$ cat src/rtl/result_unloader.sv
// result_unloader
// ---------------------------------------------------------------------------
// Drains the flat result bus of systolic_array_top into a serial, row-major
// element stream with a valid/ready handshake. On result_valid, the block
// captures the whole N x N accumulator matrix into a local buffer. It then
// emits one requantized element per transfer.
//
// Requantization converts S15.16 accumulator values to S5.10 data values.
// The value is rounded half toward +inf, arithmetically shifted, and then
// saturated to the signed output range.
//
// Optional build macro: RESULT_UNLOADER_SAT_COUNT_EN
//   When defined, this macro adds two outputs:
//   - sat_count: saturated transfers of the current matrix, sticky at 255.
//   - sat_flag:  the presented element is saturated.
//
// Ports:
//   clk          in   sole clock, rising edge
//   rst          in   asynchronous active-high reset
//   result_valid in   result_flat holds a complete matrix
//   result_flat  in   element (i,j) at [(i*N+j)*ACCUM_WIDTH +: ACCUM_WIDTH]
//   load_ready   out  block can capture a matrix (IDLE)
//   out_valid    out  out_data valid (STREAM)
//   out_ready    in   downstream accepts
//   out_data     out  requantized element
//   out_row      out  row index of out_data
//   out_col      out  column index of out_data
//   out_last     out  element (N-1,N-1) is presented
//   busy         out  high while streaming
//   sat_count    out  (optional) saturated-transfer count
//   sat_flag     out  (optional) presented element saturated
// ---------------------------------------------------------------------------
module result_unloader #(
  parameter int ARRAY_SIZE  = 4,
  parameter int ACCUM_WIDTH = 32,
  parameter int ACCUM_FRAC  = 16,
  parameter int OUT_WIDTH   = 16,
  parameter int OUT_FRAC    = 10
) (
  input  logic                                         clk,
  input  logic                                         rst,
  input  logic                                         result_valid,
  input  logic [ACCUM_WIDTH*ARRAY_SIZE*ARRAY_SIZE-1:0] result_flat,
  output logic                                         load_ready,
  output logic                                         out_valid,
  input  logic                                         out_ready,
  output logic [OUT_WIDTH-1:0]                         out_data,
  output logic [$clog2(ARRAY_SIZE)-1:0]                out_row,
  output logic [$clog2(ARRAY_SIZE)-1:0]                out_col,
  output logic                                         out_last,
  output logic                                         busy
`ifdef RESULT_UNLOADER_SAT_COUNT_EN
  ,
  output logic [7:0]                                   sat_count,
  output logic                                         sat_flag
`endif
);

  localparam int NE = ARRAY_SIZE * ARRAY_SIZE;
  localparam int IW = $clog2(NE);
  localparam int RW = $clog2(ARRAY_SIZE);
  localparam int SH = ACCUM_FRAC - OUT_FRAC;
  // One guard bit so that rounding 0x7FFF_FFFF cannot overflow.
  localparam int TW = ACCUM_WIDTH + 1;

  localparam logic [IW-1:0]        C_LAST = IW'(NE - 1);
  localparam logic [IW-1:0]        C_N    = IW'(ARRAY_SIZE);
  localparam logic signed [TW-1:0] C_RND  = TW'(64'sd1 << (SH - 1));
  localparam logic signed [TW-1:0] C_MAX  = TW'((64'sd1 << (OUT_WIDTH - 1)) - 64'sd1);
  localparam logic signed [TW-1:0] C_MIN  = TW'(-(64'sd1 << (OUT_WIDTH - 1)));

  typedef enum logic [0:0] {
    S_IDLE   = 1'b0,
    S_STREAM = 1'b1
  } state_t;

  // Round half toward +inf and shift; result is still at guard width.
  function automatic logic signed [TW-1:0] rq_shift(input logic [ACCUM_WIDTH-1:0] x);
    logic signed [TW-1:0] t;
    t = $signed({x[ACCUM_WIDTH-1], x}) + C_RND;
    return t >>> SH;
  endfunction

  function automatic logic [OUT_WIDTH-1:0] requant(input logic [ACCUM_WIDTH-1:0] x);
    logic signed [TW-1:0] r;
    logic [OUT_WIDTH-1:0] d;
    r = rq_shift(x);
    if (r > C_MAX) begin
      d = {1'b0, {(OUT_WIDTH-1){1'b1}}};
    end else if (r < C_MIN) begin
      d = {1'b1, {(OUT_WIDTH-1){1'b0}}};
    end else begin
      d = r[OUT_WIDTH-1:0];
    end
    return d;
  endfunction

  function automatic logic requant_sat(input logic [ACCUM_WIDTH-1:0] x);
    logic signed [TW-1:0] r;
    r = rq_shift(x);
    return (r > C_MAX) || (r < C_MIN);
  endfunction

  state_t                 r_state;
  state_t                 w_state_nxt;
  logic [IW-1:0]          r_idx;
  logic [IW-1:0]          w_idx_nxt;
  logic [ACCUM_WIDTH-1:0] r_buf [NE];
  logic                   w_capture;
  logic                   w_xfer;
  logic [ACCUM_WIDTH-1:0] w_elem;

  assign w_elem = r_buf[r_idx];

  // State and element index registers.
  always_ff @(posedge clk or posedge rst) begin
    if (rst) begin
      r_state <= S_IDLE;
      r_idx   <= '0;
    end else begin
      r_state <= w_state_nxt;
      r_idx   <= w_idx_nxt;
    end
  end

  // Matrix buffer; only written by a capture in IDLE.
  always_ff @(posedge clk or posedge rst) begin
    if (rst) begin
      for (int k = 0; k < NE; k++) begin
        r_buf[k] <= '0;
      end
    end else if (w_capture) begin
      for (int k = 0; k < NE; k++) begin
        r_buf[k] <= result_flat[k*ACCUM_WIDTH +: ACCUM_WIDTH];
      end
    end
  end

  // Next-state logic and stream outputs.
  // Outputs depend only on registers, so out_ready and result_valid never
  // reach an output combinationally.
  always_comb begin
    w_state_nxt = r_state;
    w_idx_nxt   = r_idx;
    w_capture   = 1'b0;
    w_xfer      = 1'b0;
    load_ready  = 1'b0;
    out_valid   = 1'b0;
    busy        = 1'b0;
    out_data    = '0;
    out_row     = '0;
    out_col     = '0;
    out_last    = 1'b0;
    case (r_state)
      S_IDLE: begin
        load_ready = 1'b1;
        if (result_valid) begin
          w_capture   = 1'b1;
          w_idx_nxt   = '0;
          w_state_nxt = S_STREAM;
        end else begin
          w_state_nxt = S_IDLE;
        end
      end
      S_STREAM: begin
        out_valid = 1'b1;
        busy      = 1'b1;
        out_data  = requant(w_elem);
        out_row   = RW'(r_idx / C_N);
        out_col   = RW'(r_idx % C_N);
        out_last  = (r_idx == C_LAST);
        if (out_ready) begin
          w_xfer = 1'b1;
          if (r_idx == C_LAST) begin
            w_idx_nxt   = '0;
            w_state_nxt = S_IDLE;
          end else begin
            w_idx_nxt = r_idx + IW'(1);
          end
        end else begin
          w_idx_nxt = r_idx;
        end
      end
      default: begin
        w_idx_nxt   = '0;
        w_state_nxt = S_IDLE;
      end
    endcase
  end

`ifdef RESULT_UNLOADER_SAT_COUNT_EN
  logic [7:0] r_sat_count;
  logic       w_sat;

  assign w_sat     = requant_sat(w_elem);
  assign sat_flag  = (r_state == S_STREAM) && w_sat;
  assign sat_count = r_sat_count;

  // Saturated-transfer counter, cleared per captured matrix, sticky at 255.
  always_ff @(posedge clk or posedge rst) begin
    if (rst) begin
      r_sat_count <= 8'd0;
    end else if (w_capture) begin
      r_sat_count <= 8'd0;
    end else if (w_xfer && w_sat && (r_sat_count != 8'hFF)) begin
      r_sat_count <= r_sat_count + 8'd1;
    end
  end
`endif

endmodule
$ cat config.mk
export PLATFORM = sky130hd
export DESIGN_NAME = result_unloader
export DESIGN_NICKNAME = d
export VERILOG_FILES = /design/src/rtl/result_unloader.sv
export SDC_FILE = /design/constraint.sdc
export NUM_CORES = 1
export LEC_CHECK = 0
export CELL_PAD_IN_SITES_DETAIL_PLACEMENT = 0
export CELL_PAD_IN_SITES_GLOBAL_PLACEMENT = 1
export CORE_UTILIZATION = 35
export DETAILED_ROUTE_END_ITERATION = 10
export GPL_ROUTABILITY_DRIVEN = 0
export PLACE_DENSITY_LB_ADDON = 0.12
export SYNTH_ARGS = -nofsm -noshare
export SYNTH_HDL_FRONTEND = slang
export SYNTH_SLANG_ARGS = --single-unit
$ cat constraint.sdc
create_clock -name clk -period 16.15 [get_ports clk]
set_input_delay 3.23 -clock clk [delete_from_list [all_inputs] [get_ports clk]]
set_output_delay 3.23 -clock clk [all_outputs]
set_load 0.02 [all_outputs]
---- Yosys cells after proc, flatten, opt, wreduce, memory -nomap -nowiden ----
Cells that the tools add are included.
cells by class
  $add $sub $neg .......................... 2
  order comparisons ....................... 3
  div/mod/pow operators ................... 0
  shift operators ......................... 0
  eq/ne operators ......................... 3
  bitwise operators ....................... 2
  reductions and logical operators ........ 1
  mux-type cells .......................... 20
  multipliers ............................. 0
operators with widths
  cell                     count
  $bmux W32 S4             1
  $mux W32                 2
  $mux W16                 3
  $add A32 B7 Y33 const B  1
  $gt A27 B16 Y1 const B   1
  $lt A27 B16 Y1 const B   1
  $mux W4                  3
  $pmux W4 S2              1
  $mux W1                  7
  $ge A5 B5 Y1 const B     1
  $not A4 Y5               1
  $add A4 B1 Y4 const B    1
  $eq A4 B4 Y1 const B     1
  $mux W2                  2
  $ne A2 B2 Y1 const B     2
  $pmux W1 S2              1
  $reduce_and A2 Y1        1
  $not A1 Y1               1
word-level totals
  flip-flop bits (word level) ............. 517
  memory bits (read-only) ................. 0
  RAM bits ................................ 0
  memories ................................ 0
  input port bits ......................... 516
  latch bits .............................. 0
  output and inout port bits .............. 24
  word-level logic and storage cells ...... 49

---- Longest topological paths before layout ----
Gate-level depths: netlist (run 1).
  depth in word-level cells ............... 9
  depth in mapped cells ................... 17
  mapped depth without buffers ............ 12

---- Worst setup path after synthesis (run 1) ----
Ideal clock, no wire load.
  path kind ............................... reg-to-output
  start ................................... register r_idx[1]
  end ..................................... output out_data[10]
  setup slack ............................. 9.046 ns
  required time ........................... 12.920 ns
  data arrival time ....................... 3.874 ns
  stages on the path, launching flop included .. 18
  buffers on the path ..................... 5
  cells stage by stage .................... dfrtp_1 -> buf_2 -> buf_4 -> buf_4 -> buf_4 -> mux4_2 -> a22oi_1 -> nand2_1 -> ha_1 -> nand2_1 -> o2bb2a_1 -> nor4_1 -> and4_1 -> nand3_1 -> xor2_1 -> o41a_1 -> buf_6 -> o22ai_2
between the ends
  longest elaborated chain between the ends .. 9
  elaborated cells between the ends (all ways) .. 10
  classes of those cells .................. 1 x add/sub; 2 x order compare; 6 x mux; 1 x bitwise
ends and longest elaborated chain
  element                                           line  text
  from (decl)                                       106   logic [IW-1:0] r_idx;
  from (signal assigned)                            122   r_idx <= w_idx_nxt;
  $not A4 Y5 (implied by the code) (*)              113   assign w_elem = r_buf[r_idx];
  $bmux W32 S4 (*)                                  113
  $mux W32 (implied by the code) (*) (2 in series)  113
  $add A32 B7 Y33 (*)                               80    t = $signed({x[ACCUM_WIDTH-1], x}) + C_RND;
  $lt A27 B16 Y1                                    90    end else if (r < C_MIN) begin
  $mux W16                                          90
  $mux W16 (*)                                      88    if (r > C_MAX) begin
  $mux W16 (*)                                      154   case (r_state)
  to (decl)                                         47    output logic [OUT_WIDTH-1:0] out_data,
Every way passes the cells marked *; elsewhere a longest branch is shown, timed or not. The select of a mux whose other input is x is not followed.

---- Worst setup path after layout (run 1) ----
  start ................................... register r_idx[0]
  end ..................................... output out_data[0]
The elaborated chain is that of the path after synthesis.

==> results of run 1 <==
==> per-stage QoR <==
step                std cells  total power, mW    util
floorplan                1345            2.193       -
global placement         2499            2.718  0.4451
detailed placement       2499            2.735  0.4451
CTS                      2588            3.915  0.4740
global route             2594            4.053  0.4743
finish                   2598            3.849  0.4745
==> how the worst min path moves through the flow <==
stage / endpoint / slack, ns / cells past startpoint
final: r_buf[199] / 0.49 / 1
after global placement: r_buf[262] / 0.48 / 1
after CTS: r_buf[199] / 0.50 / 1
after floorplan: r_buf[199] / 0.47 / 1
after detailed placement: r_buf[199] / 0.49 / 1
after global routing: r_buf[462] / 0.51 / 1
==> kinds of logic (layout without fill, tap and decap cells) <==
kind of cell	count (synthesis)	after routing
AO/OA/AOI/OAI	120	120
buffers and inverters	100	578
adder cells (fa/ha/maj)	2	2
AND/OR/NAND/NOR	94	94
other	0	10
multiplexers	572	572
flip-flops	437	437
XOR/XNOR	20	20
==> placed cells by master, fill, tap and decap left out, types with 6 or more instances in the layout <==
| cell type | n |
|---|---|
| a221oi_1 | 26 |
| a22o_1 | 16 |
| a22oi_1 | 21 |
| buf_4 | 24 |
| clkbuf_1 | 14 |
| clkbuf_16 | 52 |
| clkbuf_8 | 13 |
| clkdlybuf4s50_1 | 459 |
| dfrtp_1 | 435 |
| diode_2 | 10 |
| mux2_2 | 433 |
| mux2i_1 | 55 |
| mux4_1 | 11 |
| mux4_2 | 73 |
| nand2_1 | 27 |
| nand3_1 | 8 |
| nor2_1 | 21 |
| o21ai_0 | 15 |
| o22ai_1 | 6 |
| o22ai_2 | 10 |
| xnor2_1 | 8 |
| xor2_1 | 12 |
==> per-layer routing <==
metal,wire (µm),global-route usage
met1,26570,0.2710
met5,174,0
met4,1601,0.06967
met2,29350,0.3333
met3,4773,0.06837
==> report_power, final <==
part	internal [mW]	leakage [nW]	switching, mW
Clock	0.695	0.820	0.460
Sequential	1.23	5.41	0.0783
Combinational	0.649	5.13	0.740
Total	2.57	11.4	1.28
==> worst max-delay path: stages (launching register included) <==
cell	delay [ns]
dfrtp_4	0.64
buf_4	0.76
buf_4	0.71
mux4_2	0.45
a22oi_1	0.14
a222oi_1	0.88
nand3_1	0.38
o41ai_2	0.70
nand2_2	0.47
o41a_1	0.57
o22ai_1	0.38
clkdlybuf4s50_1	0.71
==> area by class of cell <==
cell class	count	area, µm²	area share
clock inverter	10	142.6	0.005191
clock buffer	79	1533	0.05578
sequential	437	10940	0.3982
antenna	10	25.02	0.0009107
multi-input combinational	808	9057	0.3296
timing repair buffer	484	4795	0.1745
inverter	5	26.28	0.0009562
tap	765	957.2	0.03483
==> sequential cells by signal, summed over array words and instances, names as in the netlist <==
register / count
r_state: 1
r_idx: 4
r_buf: 432
==> cells in the mapped netlist, drive strengths merged (3+ instances only) <==
master / instances / share of area
o22ai: 16 / 0.0079
nand3b: 3 / 0.0011
clkbuf: 53 / 0.011
dfrtp: 437 / 0.53
nor2b: 5 / 0.0015
inv: 5 / 0.00091
nand4: 3 / 0.00091
xnor2: 8 / 0.0034
nand2: 28 / 0.0052
a21oi: 5 / 0.0012
nor3: 4 / 0.0012
a22o: 16 / 0.0068
nor2: 21 / 0.0038
buf: 42 / 0.018
o21ai: 15 / 0.0036
xor2: 12 / 0.0051
mux2: 433 / 0.24
and3: 5 / 0.0015
and2: 8 / 0.0025
a221oi: 27 / 0.012
a22oi: 21 / 0.0077
mux2i: 55 / 0.027
nand3: 8 / 0.0019
mux4: 84 / 0.094
nor4: 4 / 0.0019
==> results.toml, run 1 <==
[run_status]
status = "completed"

[power]
powerDensity_nw_per_um2 = 140.1
vdd_drop_max_v = 0.00007660
p_leak_nw = 11.35

[clocking]
cts.path.max_buffers = 3
htree_levels = 2
cts_setup_buffers = 0
numClockSinks = 437
worstSkewPairLatency_ns = 0.60
cts_tree = "done"
cts_resized = 0
cts_made_buffers = 51
cts-root-buf = "clkbuf_16"
cts.hold.buffers_added = 0
clkTransAtPathRegs_ns = 0.06

[route]
wl_per_cell_um = 24.05
routed_wl_um = 62470
ant_nets = 0
vias_per_cell = 5.178
drc_errors = 0
drt_iter0_markers = 536
firstDrtPassIters = 5
num_vias = 13450

[finish]
drive_gt1_frac = 0.3461
fillCellCount = 5168
syn_to_final_growth_pct = 33.51
final_nets = 2305
design_area_um2 = 27480

[yosys]
synth_edf_count = 0
synth_compound_area_frac = 0.04809
synth_seq_cells = 437
yosysWarningCount = 0
synth_xor_area_frac = 0.008511
ys_types = 60
synthAdderAreaFrac = 0.001216
ys.flop_type = "dfrtp_1"
syn_nets = 1863
synth_cells = 1345
ys_async_sr_fraction = 1.000
synth.cell_area_um2 = 20580
synth-simple-area-share = 0.02377
syn_avg_cell_area_um2 = 15.30
synth_top_family_by_area = "multiplexers"
synth-seq-area-share = 0.5313
synthMuxAreaShare = 0.3576

[floorplanning]
ioPinCount = 540
rows = 88
fp.dieH_um = 244.5
core_area_um2 = 57920
start_util = 0.3554
dieWidth_um = 244.5
dieArea_um2 = 59780

[placement]
io_buffers = 459
placed_cell_area_um2 = 25780
dp_hpwl_um = 45430
post-place-ws_ns = 5.901

[global_route]
grt_pass1_vias = 14500
grt_pass1_wl_um = 93260
grt_max_degree = 167
grt_usage = 0.2104
grt-ovfl-total = 0
antenna_found_initial = 23

[worst_setup_path]
ff2ff_setup_slack_ns = 13.04
rr_worst_depth = 7
path_class = "flip-flop to output port"
r2r_start = "r_idx[0]"
worstPathRequired_ns = 12.92
cp_max_fo = 46
reg2reg_to = "r_idx[3]"
crit_arrival_ns = 7.51
worst_setup_path_end_kind = "output port"
startpoint_type = "flip-flop"
crit_path_end = "out_data[0]"
cp-startpoint = "r_idx[0]"

[timing]
setup_violations = 0
slew_violations = 0
fin_crit_ns = 10.74
grt_setup_unrepaired = "false"
setup_ws_ns = 5.414
hold-worst-slack_ns = 0.4935
setup_tns_ns = 0
skew_ns = 0.02639
finalCritPeriodShare = 0.6648
hold_viol_final = 0
slew_headroom = 0.3285
worst_pin_slew_ns = 1.007
timing.fmax_ghz = 0.09315

[worst_hold_path]
hp-class = "flip-flop to flip-flop"
hp-start = "r_buf[199]"

[flow_run]
drv_cap = 0
Note: power is estimated with default switching activity, not from simulation.
==> run 2: changes to the inputs <==
Clock period 16.15 ns to 10.9 ns, I/O delays scaled along.
==> results.toml, run 2 (synthesized netlist as in run 1, its figures left out) <==
[clocking]
worstSkewPairLatency_ns = 0.59
cts_setup_buffers = 0
cts-root-buf = "clkbuf_16"
htree_levels = 2
cts.path.max_buffers = 3
numClockSinks = 437
cts.hold.buffers_added = 0
clkTransAtPathRegs_ns = 0.06
cts_tree = "done"
cts_resized = 0
cts_made_buffers = 51

[timing]
worst_pin_slew_ns = 1.158
setup_violations = 0
hold_viol_final = 0
slew_headroom = 0.2282
grt_setup_unrepaired = "false"
finalCritPeriodShare = 0.8208
skew_ns = 0.02413
slew_violations = 0
setup_tns_ns = 0
timing.fmax_ghz = 0.1118
fin_crit_ns = 8.947

[finish]
top_register = "r_buf"
stdcell_count = 2598
reg_top3 = "r_buf (432), r_idx (4), r_state (1)"
largest_reg_flops = 432
layout_commonest_cell = "clkdlybuf4s50_1"
design_area_um2 = 27460
layout_common_cells = "459 x clkdlybuf4s50_1, 435 x dfrtp_1, 433 x mux2_2"
syn_to_final_growth_pct = 33.42
drive_gt1_frac = 0.3450
final_nets = 2303

[flow_run]
drv_cap = 0

[global_route]
grt_pass1_vias = 14320
grt_pass1_wl_um = 91980
grt_usage = 0.2083
antenna_found_initial = 25
grt-ovfl-total = 0
grt_max_degree = 150

[floorplanning]
dieArea_um2 = 59780
start_util = 0.3554
dieWidth_um = 244.5
ioPinCount = 540
fp.dieH_um = 244.5
rows = 88
core_area_um2 = 57920

[worst_hold_path]
min_to = "r_buf[344]"
hp-start = "r_buf[344]"
hold_depth = 1
hp-class = "flip-flop to flip-flop"

[worst_setup_path]
worstPathRequired_ns = 8.72
cp_slowest_cell = "a222oi_1"
r2r_start = "r_state"
crit_arrival_ns = 6.77
startpoint_type = "flip-flop"
cp_max_fo = 22
rr_worst_depth = 4
cpPeakStageDelay_ns = 0.93
reg2reg_to = "r_buf[6]"
path_class = "flip-flop to output port"
worst_setup_path_end_kind = "output port"
ff2ff_setup_slack_ns = 7.84
path_cells = "and2_1, buf_4, a221oi_1, o21ai_0, a222oi_1, nand3_1, o41ai_2, nand2_2, o41a_1, o22ai_1, clkdlybuf4s50_1"

[placement]
dp_hpwl_um = 45370
io_buffers = 459
placed_cell_area_um2 = 25790
place_inst = 2497

[power]
p_leak_nw = 11.34
vdd_drop_max_v = 0.0001107
powerDensity_nw_per_um2 = 206.0
power.total_mw = 5.657

[route]
wl_per_cell_um = 23.89
drc_errors = 0
firstDrtPassIters = 5
num_vias = 13300
drt_iter0_markers = 589
vias_per_cell = 5.120
ant_nets = 0
routed_wl_um = 62070

[run_status]
status = "completed"
==> run 2: final cells by class <==
| cell class | instances | area (µm²) |
|---|---|---|
| well taps | 765 | 957.2 |
| diodes | 10 | 25.02 |
| multi-input cells | 808 | 9059 |
| fillers | 5234 | 30450 |
| clock buffers | 80 | 1526 |
| flip-flops and latches | 437 | 10940 |
| repair buffers | 482 | 4805 |
| inverters | 5 | 22.52 |
| clock inverters | 11 | 123.9 |
==> run 2: worst max-delay path: cells and delay by family (launching register included) <==
family	cells	cell delay, ns
AOI/OAI and AO/OA	6	3.17
and+or+nand+nor	3	1.30
buffers and inverters	2	1.03
DFF	1	0.66
==> run 2: how the worst max path moves through the flow <==
stage / start / endpoint / slack [ns] / cells after the start
floorplan: rst / r_buf[101] / 2.82 / 1
global placement: r_idx[0] / out_data[0] / 2.46 / 10
detailed placement: r_idx[0] / out_data[0] / 2.45 / 11
CTS: r_idx[0] / out_data[0] / 1.80 / 11
global route: r_idx[0] / out_data[0] / 1.63 / 12
finish: r_idx[1] / out_data[0] / 1.95 / 11
==> run 2: power by group <==
part           switching, mW  internal (mW)  total, mW
logic                   1.06          0.960       2.02
clock network          0.685           1.00       1.69
registers              0.137           1.82       1.95
total                   1.88           3.78       5.66
==> run 2: through the flow <==
stage | utilization | setup WS [ns] | hold slack [ns]
after detailed placement | 0.4452 | 2.450 | 0.4869
after floorplan | - | 2.817 | 0.4720
after CTS | 0.4737 | 1.795 | 0.4997
final | 0.4742 | 1.953 | 0.4955
after global routing | 0.4739 | 1.634 | 0.5143
after global placement | 0.4452 | 2.457 | 0.4821
==> run 2: layer usage <==
layer,part of all wire,global-route usage
met1,0.42,0.2638
met3,0.078,0.06881
met4,0.015,0.05165
met2,0.49,0.3423
met5,0.0028,0
==> run 3: changes to the inputs <==
Clock period 10.9 ns to 8.4 ns, I/O delays scaled along.
==> results.toml, run 3 (synthesized netlist as in run 1, its figures left out) <==
[run_status]
status = "completed"

[route]
drt_iter0_markers = 603
routed_wl_um = 62170
ant_nets = 0
num_vias = 13460
firstDrtPassIters = 4
drc_errors = 0
vias_per_cell = 5.175
wl_per_cell_um = 23.90

[worst_setup_path]
crit_arrival_ns = 6.36
worst-path-buf-inv = 2
path_cells = "and2_1, buf_4, a221oi_1, o21ai_0, a222oi_1, nand3_1, o41ai_2, nand2_2, o41a_1, o22ai_1, clkdlybuf4s50_1"
cp_max_fo = 16
cp_slowest_cell = "clkdlybuf4s50_1"
cpPeakStageDelay_ns = 0.71
crit_family = "compound AO/OA/AOI/OAI gates"
startpoint_type = "flip-flop"
worst_setup_path_end_kind = "output port"
worstPathRequired_ns = 6.72
path_class = "flip-flop to output port"

[floorplanning]
ioPinCount = 540
fp.dieH_um = 244.5
core_area_um2 = 57920
dieArea_um2 = 59780
start_util = 0.3554
dieWidth_um = 244.5
rows = 88

[clocking]
clkTransAtPathRegs_ns = 0.06
cts_made_buffers = 50
cts.path.max_buffers = 3
cts_resized = 0
htree_levels = 2
worstSkewPairLatency_ns = 0.59
cts-root-buf = "clkbuf_16"
cts.hold.buffers_added = 0
cts_setup_buffers = 0
numClockSinks = 437
cts_tree = "done"

[power]
power_switching_mw = 2.439
powerDensity_nw_per_um2 = 268.7
power.total_mw = 7.406
combPwrFrac = 0.358
clockPowerShare = 0.302
internal_power_mw = 4.966
p_leak_nw = 11.40
vdd_drop_max_v = 0.0001524
seq_power_share = 0.340
p_sw_frac = 0.3294

[finish]
drive_gt1_frac = 0.3507
largest_reg_flops = 432
top_register = "r_buf"
final_nets = 2306
fillCellCount = 5211
syn_to_final_growth_pct = 33.88
reg_top3 = "r_buf (432), r_idx (4), r_state (1)"
layout_common_cells = "456 x clkdlybuf4s50_1, 435 x dfrtp_1, 433 x mux2_2"
layout_commonest_cell = "clkdlybuf4s50_1"

[timing]
hold_viol_final = 0
fin_crit_ns = 8.042
worst_pin_slew_ns = 1.073
finalCritPeriodShare = 0.9574
setup_tns_ns = 0
skew_ns = 0.007301
slew_headroom = 0.2847
slew_violations = 0
setup_violations = 0
grt_setup_unrepaired = "false"
timing.fmax_ghz = 0.1243

[global_route]
grt_pass1_vias = 14550
antenna_found_initial = 22
grt_max_degree = 152
grt_pass1_wl_um = 92830
grt_usage = 0.2093
grt-ovfl-total = 0

[placement]
io_buffers = 459
dp_hpwl_um = 45520

[worst_hold_path]
hp-class = "flip-flop to flip-flop"

[flow_run]
drv_cap = 0
-- run 3: metrics by stage --
step / utilization / cell area (µm²) / setup WS (ns) / hold slack [ns] / cells
6_report: 0.4758 / 27560 / 0.3581 / 0.4968 / 2601
3_5_place_dp: 0.4461 / 25830 / 0.9567 / 0.4873 / 2501
5_1_grt: 0.4756 / 27540 / 0.01033 / 0.5077 / 2596
3_3_place_gp: 0.4461 / 25830 / 1.005 / 0.4833 / 2501
4_1_cts: 0.4755 / 27540 / 0.3175 / 0.5007 / 2593
2_1_floorplan: - / 20590 / 0.8167 / 0.4720 / 1345
-- run 3: layout make-up --
type,count,area (µm²),area share
clock buffers,81,1569,0.05694
flip-flops and latches,437,10940,0.3971
well taps,765,957.2,0.03473
repair buffers,486,4852,0.1761
multi-input cells,808,9059,0.3287
clock inverters,11,133.9,0.004858
inverters,5,22.52,0.0008173
diodes,8,20.02,0.0007265
-- run 3: path summary, 6_finish.rpt --
check | start | to | slack, ns | cells after the start
setup / recovery | r_idx[1] | out_data[3] | 0.36 | 11
min in group asynchronous | rst | r_buf[197] | 1.55 | 2
setup reg to reg | r_state | r_buf[230] | 5.31 | 4
hold / removal | r_buf[90] | r_buf[90] | 0.50 | 1
hold reg to reg | r_buf[90] | r_buf[90] | 0.50 | 1
max in group asynchronous | rst | r_buf[349] | 5.26 | 4
-- run 3: routing by layer --
metal,up-vias,track usage,wire length [µm]
met4,22,0.05717,1437
li1,5996,-,-
met1,6993,0.2692,26150
met2,348,0.3415,30000
met3,101,0.06288,4439
met5,-,0,149
-- run 3: power groups by stage --
stage          combinational (mW)  clock, mW  sequential (mW)
2_1_floorplan                1.74          0             2.48
3_3_place_gp                 2.66          0             2.55
3_5_place_dp                 2.68          0             2.56
4_1_cts                      2.69       2.31             2.52
5_1_grt                      2.85       2.39             2.55
6_report                     2.65       2.24             2.52
